--- src/rtl/pim_mac_engine_pkg.sv ---
// -----------------------------------------------------------------------------
// pim_mac_engine_pkg
// Shared types and sizing for the PIM MAC engine.
//   WIDTH            element width in bits
//   MATRIX_SIZE      inner dimension M of the chunk product
//   CHUNK_SIZE       tile edge C
//   NUM_OF_PIM_UNITS number of engine instances behind one controller
//   mac_state_t      engine FSM states
//   cnt_width()      counter width for a given range, never below 1 bit
// -----------------------------------------------------------------------------
package pim_mac_engine_pkg;

    localparam int WIDTH            = 16;
    localparam int MATRIX_SIZE      = 4;
    localparam int CHUNK_SIZE       = 2;
    localparam int NUM_OF_PIM_UNITS = 4;

    typedef enum logic [1:0] {
        IDLE    = 2'd0,
        COMPUTE = 2'd1,
        DONE    = 2'd2
    } mac_state_t;

    // $clog2(1) is 0, which would give a zero-width counter.
    function automatic int cnt_width(input int n);
        return (n > 1) ? $clog2(n) : 1;
    endfunction

endpackage

--- src/rtl/pim_mac_engine_mac.sv ---
// -----------------------------------------------------------------------------
// pim_mac
// Combinational multiply-add: o_sum = i_acc + trunc_WIDTH(i_a * i_b).
// Unsigned arithmetic. Default build wraps modulo 2^WIDTH; with the macro
// PIM_MAC_SATURATE_EN defined the addition clamps to 2^WIDTH-1 on carry-out.
// The product is truncated to WIDTH bits in both builds.
// Ports:
//   i_acc  in  WIDTH  running accumulator
//   i_a    in  WIDTH  A operand element
//   i_b    in  WIDTH  B operand element
//   o_sum  out WIDTH  updated accumulator value
// -----------------------------------------------------------------------------
module pim_mac #(
    parameter int WIDTH = pim_mac_engine_pkg::WIDTH
) (
    input  logic [WIDTH-1:0] i_acc,
    input  logic [WIDTH-1:0] i_a,
    input  logic [WIDTH-1:0] i_b,
    output logic [WIDTH-1:0] o_sum
);

    logic [WIDTH-1:0] w_prod;

    // Assignment context is WIDTH bits, so the product is truncated here.
    assign w_prod = i_a * i_b;

`ifdef PIM_MAC_SATURATE_EN
    logic [WIDTH:0] w_sum_ext;

    assign w_sum_ext = {1'b0, i_acc} + {1'b0, w_prod};
    // A carry out of WIDTH bits pins the element at full scale; once there,
    // any further non-zero product carries again, so it stays pinned.
    assign o_sum     = w_sum_ext[WIDTH] ? {WIDTH{1'b1}} : w_sum_ext[WIDTH-1:0];
`else
    assign o_sum = i_acc + w_prod;
`endif

endmodule

--- src/rtl/pim_mac_engine.sv ---
// -----------------------------------------------------------------------------
// pim_mac_engine
// Responder-side compute engine of a PIM unit slot. On a valid request in
// IDLE it captures a CxM row-chunk of A and an MxC column-chunk of B, then
// computes the CxC tile with one MAC per cycle (C*C*M cycles), and holds the
// tile with result_valid high until valid is released.
// Build option: PIM_MAC_SATURATE_EN selects saturating accumulation.
// Ports:
//   clk           in   sole clock, posedge
//   rst           in   synchronous active-low reset
//   valid         in   level request; sampled in IDLE, released in DONE
//   matrixA       in   C*M elements, element [row][k] at index row*M+k
//   matrixB       in   M*C elements, element [k][col] at index k*C+col
//   result        out  C*C elements, element (r,c) at index r*C+c
//   result_valid  out  high while a completed tile is held (DONE)
//   busy          out  high in COMPUTE
// -----------------------------------------------------------------------------
module pim_mac_engine
    import pim_mac_engine_pkg::*;
#(
    parameter int ID          = 0,
    parameter int WIDTH       = pim_mac_engine_pkg::WIDTH,
    parameter int MATRIX_SIZE = pim_mac_engine_pkg::MATRIX_SIZE,
    parameter int CHUNK_SIZE  = pim_mac_engine_pkg::CHUNK_SIZE
) (
    input  logic                                     clk,
    input  logic                                     rst,
    input  logic                                     valid,
    input  logic [CHUNK_SIZE*MATRIX_SIZE*WIDTH-1:0]  matrixA,
    input  logic [MATRIX_SIZE*CHUNK_SIZE*WIDTH-1:0]  matrixB,
    output logic [CHUNK_SIZE*CHUNK_SIZE*WIDTH-1:0]   result,
    output logic                                     result_valid,
    output logic                                     busy
);

    localparam int KW = cnt_width(MATRIX_SIZE);
    localparam int RW = cnt_width(CHUNK_SIZE);
    localparam logic [KW-1:0] K_LAST = KW'(MATRIX_SIZE - 1);
    localparam logic [RW-1:0] C_LAST = RW'(CHUNK_SIZE - 1);

    // ID only tags the instance; reject nonsense values at elaboration.
    if (ID < 0) begin : g_id_check
        $error("pim_mac_engine: ID must be non-negative");
    end

    logic [WIDTH-1:0] w_a_in [CHUNK_SIZE][MATRIX_SIZE];
    logic [WIDTH-1:0] w_b_in [MATRIX_SIZE][CHUNK_SIZE];
    logic [WIDTH-1:0] r_a    [CHUNK_SIZE][MATRIX_SIZE];
    logic [WIDTH-1:0] r_b    [MATRIX_SIZE][CHUNK_SIZE];
    logic [WIDTH-1:0] r_res  [CHUNK_SIZE][CHUNK_SIZE];

    mac_state_t       r_state;
    mac_state_t       w_next_state;
    logic [RW-1:0]    r_row;
    logic [RW-1:0]    r_col;
    logic [KW-1:0]    r_k;
    logic [WIDTH-1:0] r_acc;
    logic [WIDTH-1:0] w_sum;
    logic             w_last_k;
    logic             w_last_col;
    logic             w_last_row;
    logic             w_capture;

    // Flat bus <-> 2-D element views.
    for (genvar gr = 0; gr < CHUNK_SIZE; gr++) begin : g_a_row
        for (genvar gk = 0; gk < MATRIX_SIZE; gk++) begin : g_a_k
            assign w_a_in[gr][gk] = matrixA[(gr*MATRIX_SIZE+gk)*WIDTH +: WIDTH];
            assign w_b_in[gk][gr] = matrixB[(gk*CHUNK_SIZE+gr)*WIDTH +: WIDTH];
        end
        for (genvar gc = 0; gc < CHUNK_SIZE; gc++) begin : g_res_col
            assign result[(gr*CHUNK_SIZE+gc)*WIDTH +: WIDTH] = r_res[gr][gc];
        end
    end

    assign w_last_k   = (r_k == K_LAST);
    assign w_last_col = (r_col == C_LAST);
    assign w_last_row = (r_row == C_LAST);
    assign w_capture  = (r_state == IDLE) && valid;

    assign busy         = (r_state == COMPUTE);
    assign result_valid = (r_state == DONE);

    pim_mac #(
        .WIDTH (WIDTH)
    ) u_mac (
        .i_acc (r_acc),
        .i_a   (r_a[r_row][r_k]),
        .i_b   (r_b[r_k][r_col]),
        .o_sum (w_sum)
    );

    // ---------------- FSM ----------------
    always_ff @(posedge clk) begin
        // NOTE: every clocked assignment is non-blocking so all registers
        // update from the same pre-edge values, independent of block order.
        if (!rst) r_state <= IDLE;
        else      r_state <= w_next_state;
    end

    always_comb begin
        // NOTE: default first, so no path through the case leaves
        // w_next_state unassigned and no latch is inferred.
        w_next_state = r_state;
        case (r_state)
            IDLE:    if (valid) w_next_state = COMPUTE;
            COMPUTE: if (w_last_k && w_last_col && w_last_row) w_next_state = DONE;
            DONE:    if (!valid) w_next_state = IDLE;
            default: w_next_state = IDLE;
        endcase
    end

    // ---------------- Operand capture ----------------
    // NOTE: the operand arrays carry no reset: they are always rewritten on
    // capture before being read, so a reset would only cost flop area.
    always_ff @(posedge clk) begin
        if (rst && w_capture) begin
            r_a <= w_a_in;
            r_b <= w_b_in;
        end
    end

    // ---------------- Counters, accumulator, result tile ----------------
    always_ff @(posedge clk) begin
        if (!rst) begin
            r_row <= '0;
            r_col <= '0;
            r_k   <= '0;
            r_acc <= '0;
            for (int i = 0; i < CHUNK_SIZE; i++)
                for (int j = 0; j < CHUNK_SIZE; j++)
                    r_res[i][j] <= '0;
        end else begin
            case (r_state)
                IDLE: begin
                    if (valid) begin
                        r_row <= '0;
                        r_col <= '0;
                        r_k   <= '0;
                        r_acc <= '0;
                    end
                end
                COMPUTE: begin
                    if (w_last_k) begin
                        // Element complete: store it and restart the sum.
                        r_res[r_row][r_col] <= w_sum;
                        r_acc <= '0;
                        r_k   <= '0;
                        if (w_last_col) begin
                            r_col <= '0;
                            r_row <= w_last_row ? '0 : r_row + RW'(1);
                        end else begin
                            r_col <= r_col + RW'(1);
                        end
                    end else begin
                        r_acc <= w_sum;
                        r_k   <= r_k + KW'(1);
                    end
                end
                default: ;
            endcase
        end
    end

endmodule

--- config.mk ---
export PLATFORM = sky130hd
export DESIGN_NAME = pim_mac_engine
export DESIGN_NICKNAME = d
export VERILOG_FILES = /design/src/rtl/pim_mac_engine_pkg.sv /design/src/rtl/pim_mac_engine_mac.sv /design/src/rtl/pim_mac_engine.sv
export SDC_FILE = /design/constraint.sdc
export NUM_CORES = 1
export LEC_CHECK = 0
export ABC_AREA = 1
export CAP_MARGIN = 15
export CORE_MARGIN = 1
export CORE_UTILIZATION = 40
export CTS_CLUSTER_SIZE = 28
export DETAILED_ROUTE_END_ITERATION = 7
export SLEW_MARGIN = 10
export SYNTH_ARGS = -nofsm -noshare
export SYNTH_HDL_FRONTEND = slang
export SYNTH_SLANG_ARGS = --single-unit
--- constraint.sdc ---
create_clock -name clk -period 21 [get_ports clk]
set_input_delay 4.2 -clock clk [delete_from_list [all_inputs] [get_ports clk]]
set_output_delay 4.2 -clock clk [all_outputs]
set_load 0.01 [all_outputs]
==> impl_results.md <==
* Worst setup path start: rst
* Hold_buf cts at 0
* Hold Path Sink: r_acc[5]
* Worst-path clk slew at 0.07 ns
* Period utilisation layout at 39.17%
* Final Hold Fails at 0
* Worst Path Required at 21.14 ns
* R2r startpoint: r_k[0]
* Status: completed
* Syn nets at 2,225
* Critical path arrival at 8.37 ns
* Core ar. at 44,610 µm²
* Layout cells sized above 1 at 4.124%
* Fill cell count at 3,927
* # Post-CTS Setup Buffers at 0
* Clk Tree Root Cell: clkbuf_16
* Maximum clock frequency at 121.6 MHz
* R2R depth at 33
* Area leader, netlist: edfxtp_1
* DP HPWL at 35.84 mm
* Post-CTS Resized at 0
* Antenna violations before repair at 4
* First-pass GRT wire length at 73.70 mm
* Ports at 325
* Worst reg2reg endpoint: r_res[0][31]
* GP Congestion at 0.9038
* Kind of critical path: input port to flip-flop
* Seq/Total Area, Yosys at 55.05%
* Fin. max-slew vios at 0
* Max-cap viol count at 0
* Setup tns final at 0 ns
* Rows at 77
* GRT Util Overall at 20.74%
* Post-Syn Instances at 1,819
* Fin crit period at 8.226 ns
* Max FO, Critical Path at 92
* Yosys cell types at 32
* Post-synthesis average cell area at 10.04 µm²
* Post-Syn Area at 18,260 µm²
* Clock skew at 0.02938 ns
* Hold_sp: r_acc[5]
* # port buffers at 324
* Initial core utilization at 40.92%
* N_diodes at 0
* Drt first pass iters at 7
* GRT overflow at 0
* Cells after DPL at 2,684
* Worst Hold Class: flip-flop to flip-flop
* DRC Markers at 0
* Final setup fails at 0
* Number of synthesized register bits at 342
* Die W at 215.6 µm
* Post-synth top area share at 52.64%
* Clock sinks at 342
* Area grow syn2layout at 26.83%
* Max clock buf depth at 3
* Vias at 13,230
* Wire length per cell at 17.43 µm
* WL final at 47.92 mm
* Worst-margin pin slew at 1.144 ns
* CTS buffer count at 37
* Initial DRC count at 970
* Fin nets at 2,537
* Die area at 46,500 µm²
* Top cells by area, synth: edfxtp_1, fa_1, nand2_1
* Worst skew pair latency at 0.55 ns
* Critical path endpoint category: flip-flop
* CTS H-Tree Depth at 2
* TritonCTS clock tree: done
* Setup crit start kind: input port
* Vias in the first global route at 13,170
* Largest net degree at the start of global routing at 93
* Via/cell ratio at 4.810
* Register-to-Register Setup Slack at 13.16 ns
* Worst slew margin at 23.77%
* Yosys warns at 0
* Worst Hold Depth at 2
* RSZ-0062 raised after global routing: false
* Routed Antenna Nets at 0
* Post-Layout Cell Count at 2,750
* Die Span Y at 215.6 µm
[layer usage]
layer,global-route usage [%],part of all wire [%]
met5,0,0.086
met4,5.461,1.8
met3,3.552,6.2
met2,34.32,48
met1,28.18,44
[cell usage in the layout (no fill, tap or decap)]
cell,n
a211oi_1,1
a21oi_1,34
a22oi_1,1
buf_4,11
bufinv_16,4
clkbuf_1,13
clkbuf_16,38
clkdlybuf4s50_1,324
clkinv_1,5
clkinv_2,4
clkinv_8,1
clkinvlp_4,1
dfxtp_1,19
dfxtp_2,2
dfxtp_4,1
edfxtp_1,320
fa_1,94
ha_1,53
inv_1,313
inv_2,6
inv_6,2
nand2_1,396
nand2_2,8
nand3_1,77
nand3b_1,4
nor2_1,270
nor2_4,1
nor3_1,3
o211a_1,1
o21ai_0,75
o21ai_1,37
o21ai_2,6
o21ai_4,3
o21bai_1,4
o221ai_1,2
o22ai_1,9
o22ai_2,1
xnor2_1,3
xor2_1,11
[critical path, stage by stage]
cell and delay [ns]:
clkdlybuf4s50_1 0.67, inv_1 0.40, nor2_4 0.19, buf_4 0.79, buf_4 0.89, buf_4 0.99
[worst max path at each step]
| stage | end | cells after the start |
|---|---|---|
| finish | r_a[103] | 6 |
| global route | r_res[1][15] | 34 |
| CTS | r_a[74] | 6 |
| detailed placement | r_a[42] | 6 |
| global placement | r_a[77] | 6 |
| floorplan | r_a[0] | 4 |
[registers in the layout, indices dropped and copies added (netlist names)]
signal,cells
r_row,1
r_b,128
r_res,64
r_state,2
r_a,128
r_k,2
r_acc,16
r_col,1
[area by class of cell]
type | count | area [µm²] | area share, %
inverter | 321 | 1205 | 5.204
timing repair buffer | 335 | 3326 | 14.36
sequential | 342 | 10060 | 43.43
tap | 592 | 740.7 | 3.199
clock inverter | 15 | 192.7 | 0.8323
multi-input combinational | 1094 | 6633 | 28.65
clock buffer | 51 | 999.7 | 4.318
[cell usage after synthesis]
library cell	number
nand2_1	396
edfxtp_1	320
inv_1	313
nor2_1	271
fa_1	94
nand3_1	77
o21ai_0	75
ha_1	53
o21ai_1	37
a21oi_1	34
dfxtp_1	22
buf_2	21
clkbuf_1	16
buf_4	13
xor2_1	11
buf_6	9
o22ai_1	9
nand2_2	8
inv_2	6
o21ai_2	6
nand3b_1	4
o21bai_1	4
buf_1	3
nor3_1	3
o21ai_4	3
xnor2_1	3
clkinv_1	2
o221ai_1	2
a211oi_1	1
a22oi_1	1
o211a_1	1
o22ai_2	1
[logic make-up after synthesis]
logic type	after synthesis	synth area share, %
AND/OR/NAND/NOR	759	16.35
buffers and inverters	383	8.657
flip-flops	342	55.05
AO/OA/AOI/OAI	174	5.332
adder cells (fa/ha/maj)	147	13.94
XOR/XNOR	14	0.6717
[per-stage QoR]
step / instance area, µm² / util [%] / hold slack (ns) / worst slack (ns)
4_1_cts: 23150 / 51.90 / 0.4719 / 12.83
3_3_place_gp: 21960 / 49.23 / 0.4544 / 12.34
3_5_place_dp: 21960 / 49.23 / 0.4621 / 12.27
6_report: 23150 / 51.90 / 0.4714 / 12.77
5_1_grt: 23150 / 51.90 / 0.4876 / 12.40
2_1_floorplan: 18260 / - / 0.4409 / 4.781
Power is left out: the tool's default activity adds up to more than one toggle a clock period on the data nets, which glitch-free logic cannot reach.
